### src/rtl/dmem_wait.sv
// dmem_wait: wait-state data RAM with valid/ready requests, RV32I byte/half/word lanes and error reporting
module dmem_wait #(
  parameter int DEPTH   = 64,
  parameter int LATENCY = 1
) (
  input  logic        clk,
  input  logic        reset,
  input  logic        req_valid,
  output logic        req_ready,
  input  logic        req_we,
  input  logic [2:0]  req_funct3,
  input  logic [31:0] req_addr,
  input  logic [31:0] req_wdata,
  output logic        resp_valid,
  output logic [31:0] resp_rdata,
  output logic        resp_err,
  output logic        busy
);
  localparam int AW = DEPTH > 1 ? $clog2(DEPTH) : 1;
  typedef enum logic [1:0] {IDLE, WAIT, RESP} state_t;
  state_t state_q, state_d;
  logic [3:0] cnt_q, cnt_d;
  logic we_q, we_d, err_q, err_d, acc, fire, op_we, err;
  logic [2:0] f3_q, f3_d, op_f3;
  logic [31:0] addr_q, addr_d, wdata_q, wdata_d, rdata_q, rdata_d;
  logic [31:0] op_addr, op_wdata, word, ld, wd;
  logic [7:0] lb;
  logic [15:0] lh;
  logic [3:0] be;
  logic [AW-1:0] idx;
  logic [31:0] mem_q [DEPTH];
  always_comb begin
    acc = req_valid && state_q != WAIT;
    state_d = acc ? (LATENCY > 0 ? WAIT : RESP) : state_q == WAIT ? (cnt_q == 4'd0 ? RESP : WAIT) : IDLE;
    cnt_d = acc ? 4'(LATENCY > 0 ? LATENCY - 1 : 0) : state_q == WAIT ? cnt_q - 4'd1 : cnt_q;
    we_d = acc ? req_we : we_q;
    f3_d = acc ? req_funct3 : f3_q;
    addr_d = acc ? req_addr : addr_q;
    wdata_d = acc ? req_wdata : wdata_q;
    op_we = state_q == WAIT ? we_q : req_we;
    op_f3 = state_q == WAIT ? f3_q : req_funct3;
    op_addr = state_q == WAIT ? addr_q : req_addr;
    op_wdata = state_q == WAIT ? wdata_q : req_wdata;
    fire = state_d == RESP && !reset;
    idx = op_addr[AW+1:2];
    err = op_f3 == 3'b011 || op_f3[2:1] == 2'b11 || (op_we && op_f3[2]) ||
          (op_f3[1:0] == 2'b01 && op_addr[0]) || (op_f3[1:0] == 2'b10 && op_addr[1:0] != 2'b00) ||
          op_addr[31:2] >= 30'(DEPTH);
    word = mem_q[idx];
    lb = word[{op_addr[1:0], 3'b000} +: 8];
    lh = word[{op_addr[1], 4'b0000} +: 16];
    ld = op_f3[1] ? word : op_f3[0] ? {{16{~op_f3[2] & lh[15]}}, lh} : {{24{~op_f3[2] & lb[7]}}, lb};
    be = op_f3[1] ? 4'hF : op_f3[0] ? 4'(4'h3 << {op_addr[1], 1'b0}) : 4'(4'h1 << op_addr[1:0]);
    wd = op_wdata << {op_addr[1:0], 3'b000};
    rdata_d = fire && !op_we && !err ? ld : 32'd0;
    err_d = fire && err;
    req_ready = state_q != WAIT;
    busy = state_q == WAIT;
    resp_valid = state_q == RESP;
    resp_rdata = rdata_q;
    resp_err = err_q;
  end
  always_ff @(posedge clk)
    if (reset) begin
      state_q <= IDLE;
      cnt_q <= 4'd0;
      rdata_q <= 32'd0;
      err_q <= 1'b0;
    end else begin
      state_q <= state_d;
      cnt_q <= cnt_d;
      rdata_q <= rdata_d;
      err_q <= err_d;
      we_q <= we_d;
      f3_q <= f3_d;
      addr_q <= addr_d;
      wdata_q <= wdata_d;
    end
  always_ff @(posedge clk)
    if (fire && op_we && !err)
      for (int i = 0; i < 4; i++)
        if (be[i]) mem_q[idx][8*i +: 8] <= wd[8*i +: 8];
endmodule

### config.mk
export PLATFORM = sky130hd
export DESIGN_NAME = dmem_wait
export DESIGN_NICKNAME = d
export VERILOG_FILES = /design/src/rtl/dmem_wait.sv
export SDC_FILE = /design/constraint.sdc
export NUM_CORES = 2
export LEC_CHECK = 0
export BUFFER_PORTS_ARGS = -buffer_cell sky130_fd_sc_hd__buf_2
export CAP_MARGIN = 30
export CORE_AREA = 2 2 374 413
export CTS_CLUSTER_DIAMETER = 120
export DETAILED_ROUTE_END_ITERATION = 10
export DIE_AREA = 0 0 376 415
export PLACE_DENSITY = 0.71
export SETUP_SLACK_MARGIN = 0.3
export SLEW_MARGIN = 20
export SYNTH_ARGS = -nofsm -noshare
export SYNTH_HDL_FRONTEND = slang
export SYNTH_SLANG_ARGS = --single-unit
### constraint.sdc
create_clock -name clk -period 19.7 [get_ports clk]
set_input_delay 0.985 -clock clk [delete_from_list [all_inputs] [get_ports clk]]
set_output_delay 0.985 -clock clk [all_outputs]
set_load 0.03 [all_outputs]
# == Word level (Yosys, flattened, before mapping) ==
# Memories as Yosys holds them, arrays and structs flattened.
# Index checks and enable logic that the tools add are counted.
# Widths: inputs -> output; s select.
# totals
reg_bits,107
latchBits,0
ram_bits,2048
rom_bits,0
input_bits,71
out_inout_bits,36
elab_cells,75
memories,1
# op_classes
n_addsub,1
n_mul,0
div,0
magnitude_cmp,1
n_eq_ne,8
shift,5
n_mux,23
bitwise_logic,5
n_reduce_logical,23
# mem_list
memory,depth,word_bits,rd,rd_ports_with_merged_regs,write_ports,line_no,text
mem_q,64,32,1,0,1,31,logic [31:0] mem_q [DEPTH];
# ops
operator,n
$mux 32,4
$shiftx 32x6->16,1
$shiftx 32x6->8,1
$shl 32x5->32,1
$ge 30x7->1 const B,1
$mux 1,13
$logic_and 1x1->1,10
$eq 2x2->1 const B,4
$mux 4,2
$mux 2,3
$logic_or 1x1->1,5
$eq 2x1->1 const B,2
$logic_not 4->1,1
$reduce_or 2->1,2
$shl 1x2->4 const A,1
$shl 2x2->4 const A,1
$sub 4x1->4 const B,1
$eq 3x2->1 const B,1
$logic_not 1->1,3
$mux 3,1
$not 1->1,3
$and 1x1->1,2
$ne 2x1->1 const B,1
$reduce_and 2->1,1
$reduce_bool 2->1,1

# == Longest topological paths before layout ==
# logic_depth
ltp_word,12
depth_mapped,17
mapped_depth_nobuf,11

# == Worst setup path after synthesis ==
# Ideal clock, no wire load.
# synth_timing
path_kind,register to register
startpoint,register state_q[1]
endpoint,register addr_q[0] (enable)
setup_ps,577
arrival_time_ps,6450
t_required_ps,19123
setup_slack_ps,12673
path_stages_with_launch,9
path_buffers,5
synth_period_minus_slack_ps,7027
path_cell_list,dfxtp_1 nand2b_4 inv_4 buf_6 buf_2 buf_2 buf_1 buf_1 nor3_1
# synth_via
elab_chain_len,3
# synth_rtl
element,line_no,text
"start, declared",21,"state_t state_q, state_d;"
"start signal, assigned",70,state_q <= state_d;
$ne 2x1->1,33,acc = req_valid && state_q != WAIT;
$logic_and 1x1->1,33,
$reduce_and 2->1 (no line),n/a,
"end signal, assigned",76,addr_q <= addr_d;
"end, declared",25,"logic [31:0] addr_q, addr_d, wdata_q, wdata_d, rdata_q, rdata_d;"
# No other way between the ends.
# A chain may end at the register's enable or synchronous reset.

# == Final worst setup path ==
# layout_timing
startpoint,register state_q[0]
endpoint,"register rdata_q[17], in the netlist resp_rdata[17]"
# layout_via
elab_chain_len,12
word_cells_on_any_way,38
classes_between,1 x order compare; 7 x eq/ne; 2 x shift; 7 x mux; 4 x bitwise; 16 x reduce/logical; 1 x memory
# layout_rtl
element,line_no,text
"parallel branches: the longest is 12 deep, another holds $mem_v2 64x32",n/a,
"end signal, assigned",72,rdata_q <= rdata_d;
"end, declared",25,
# Several ways; the timed one is not identified.

==> run summary <==
Most numerous cell in the Yosys netlist: edfxtp_1
Gr usage total: 33.44%
Distinct cells, synth: 84
Synth area leader: edfxtp_1
Total CTS buffers: 200
Drt first-iter violations: 10240
IO Port Bufs: 106
Clk sinks: 2155
RSZ-0062 raised after global routing: false
Die X: 376 um
Critical path required time: 20.47 ns
Worst Hold Path EP: addr_q[8]
Critical R2R Launch: state_q[0]
Synth area leaders: edfxtp_1 (76%), a22oi_1 (3.8%), mux2i_1 (3.2%), nor3_1 (1.8%), nand2_1 (1.4%)
Starting density of the core: 54.84%
TritonRoute pass-1 iters: 7
Part of the Yosys area used for sequential elements: 77.35%
Register Area: 64320 um^2
# resized after CTS: 0
P per Cell Area: 109.5 nW/um^2
YS warnings: 0
R2r setup slk: 13.29 ns
Worst Hold Slack: 0.3194 ns
Hold Path Class: in -> reg
Post-synthesis simple-gate area fraction: 5.380%
CTS Buffer Depth: 3
Mux contribution to synthesized area: 3.879%
Compound-Gate Fraction of Synth Area: 11.03%
Syn Inst Count: 5063
Reg2reg end: resp_rdata[17]
Nets: 5385
Hold Fails Final Rpt: 0
Slew HR: 28.83%
CP Class: reg -> reg
Main combinational cell family by area after synthesis: compound AO/OA/AOI/OAI gates
Latest clock arrival within the worst-skew pair: 0.87 ns
Via/cell ratio: 7.181
Hold Buf Count CTS: 0
Area occupied by multi-input gates: 17930 um^2
Die footprint: 156000 um^2
Post-Synth Adder-Cell Area: 0.03009%
Final clock skew: 0.04517 ns
Worst-margin pin slew: 1.045 ns
Final wirelength: 265600 um
Initial antenna violation count: 16
Hold_sp: req_addr[8]
Fin util: 61.98%
Gr ovfl total: 0
Via Count: 53570
Fin crit share: 32.56%
Crit path arrival time: 7.19 ns
CP Max Fanout: 47
Clock-pin slew on the worst setup and hold paths: 0.06 ns
Top cell type's share of synthesized area: 76.41%
Placed instance count: 6968
Die Span Y: 415 um
Synthesis-to-finish area growth: 13.02%
Async SR Flop Fraction: 0%
Max Cap Violations: 0
Fill count: 10540
Wire length per cell: 35.61 um
# rows: 150
Synth cell count leaders: edfxtp_1 (2116), a22oi_1 (417), nand2_1 (300)
DRC: 0
Antenna viol nets, final: 0
Yosys reg bits: 2155
Maximum VDD drop: 0.08828 mV
Ys flop type: edfxtp_1
CORE AREA: 151600 um^2
Worst Setup End Kind: flip-flop
Shortest period the worst path allows: 6.414 ns
Worst R2R Path Depth: 15
Pin count of the biggest net entering global routing: 115
Post-Syn Area: 83160 um^2
LEAKAGE: 30.06 nW
Vias in the first global route: 50500
Synth Area in XOR/XNOR: 0%
Mapped Avg Cell Area: 16.42 um^2
# setup viols final: 0
Fin. max-slew vios: 0
# IOs: 107
HPWL after DPL: 155500 um
Global-route wire length before repair: 372000 um
Layout cells sized above 1: 17.24%
CTS tree: done
Critical path startpoint category: flip-flop
Status: finished clean
F_max: 0.1559 GHz
Gpl congestion: 0.9607
Root buffer cell: clkbuf_16
Postcts setup bufs: 0
Final std cells w/o fill: 7460
H-tree levels: 4
Syn_nets: 5136
Post-Route Setup TNS: 0 ns
WHS Path Cells: 1
Number of enable flip-flop cells after synthesis: 2116
registers in the layout, indices dropped and copies added, names as in the netlist:
signal and count:
cnt_q 4, mem_q 2048, resp_err 1, we_q 1, f3_q 3, wdata_q 32, state_q 2, resp_rdata 32
addr_q 32
worst max path at each step:
stage / slack (ns) / startpoint / end / depth (start not counted)
final: 13.29 / state_q[0] / resp_rdata[17] / 15
after global routing: 13.25 / state_q[0] / resp_rdata[17] / 15
after global placement: 13.70 / state_q[0] / resp_rdata[24] / 14
after floorplan: 12.67 / state_q[1] / addr_q[0] / 8
after CTS: 13.51 / state_q[0] / resp_rdata[20] / 15
after detailed placement: 13.54 / state_q[0] / resp_rdata[17] / 15
through the flow:
step           total power [mW]  instance area (um^2)  setup slack (ns)
2_1_floorplan             5.955                 83160             12.67
3_3_place_gp              6.505                 86490             13.70
3_5_place_dp              6.520                 86590             13.54
4_1_cts                   10.23                 92970             13.51
5_1_grt                   10.47                 93970             13.25
6_report                  10.29                 93980             13.29
per-layer routing:
| layer | share of wire, % | vias to the layer above | track usage [%] |
|---|---|---|---|
| met4 | 6.6 | 20 | 18.70 |
| met1 | 33 | 26320 | 43.74 |
| met3 | 15 | 960 | 10.28 |
| met5 | 0.051 | - | 0 |
| met2 | 45 | 5004 | 50.08 |
| li1 | - | 21260 | - |
report_power, final:
group	internal, mW	total (mW)	switching (mW)
clock	2.11	3.81	1.70
combinational	0.274	1.26	0.987
sequential	5.22	5.22	0.00648
critical path, cell delays in order (launching register included):
cell and delay, ns:
dfxtp_1 0.49, nand2b_4 0.35, inv_4 0.49, buf_4 0.51, mux2i_4 0.69, buf_4 0.53
buf_4 0.72, nor3_1 0.30, buf_2 0.25, a32oi_1 0.17, nand4_1 0.14, a211oi_2 0.26
or4b_1 0.60, a21oi_2 0.25, o22ai_2 0.28, a21oi_1 0.23
cell type report:
class	count	area share [%]
multi-input combinational	2509	19.08
timing repair buffer	431	2.977
antenna	8	0.02130
clock inverter	107	1.117
tap	1976	2.631
inverter	15	0.06257
clock buffer	259	5.671
sequential	2155	68.44
kinds of logic (layout without fill, tap and decap cells):
family                   count (synthesis)  count (layout)
flip-flops                            2155            2155
AO/OA/AOI/OAI                         1252            1252
AND/OR/NAND/NOR                        942             942
buffers and inverters                  399             812
multiplexers                           313             313
adder cells (fa/ha/maj)                  2               2
other                                    0               8
layout by cell type (no fill, tap or decap), drive strengths merged, types with 40 or more instances in the layout:
master and n:
edfxtp 2116, a22oi 417, buf 376, clkbuf 314, nand2 300, nor3 293, mux2i 268, a21oi 146
a221oi 128, o22ai 119, nand3 114, o21ai 98, nor2 96, clkinv 81, a31oi 67, mux2 45
nand4 44, a222oi 41, a22o 40
Note: power is estimated with default switching activity, not from simulation.
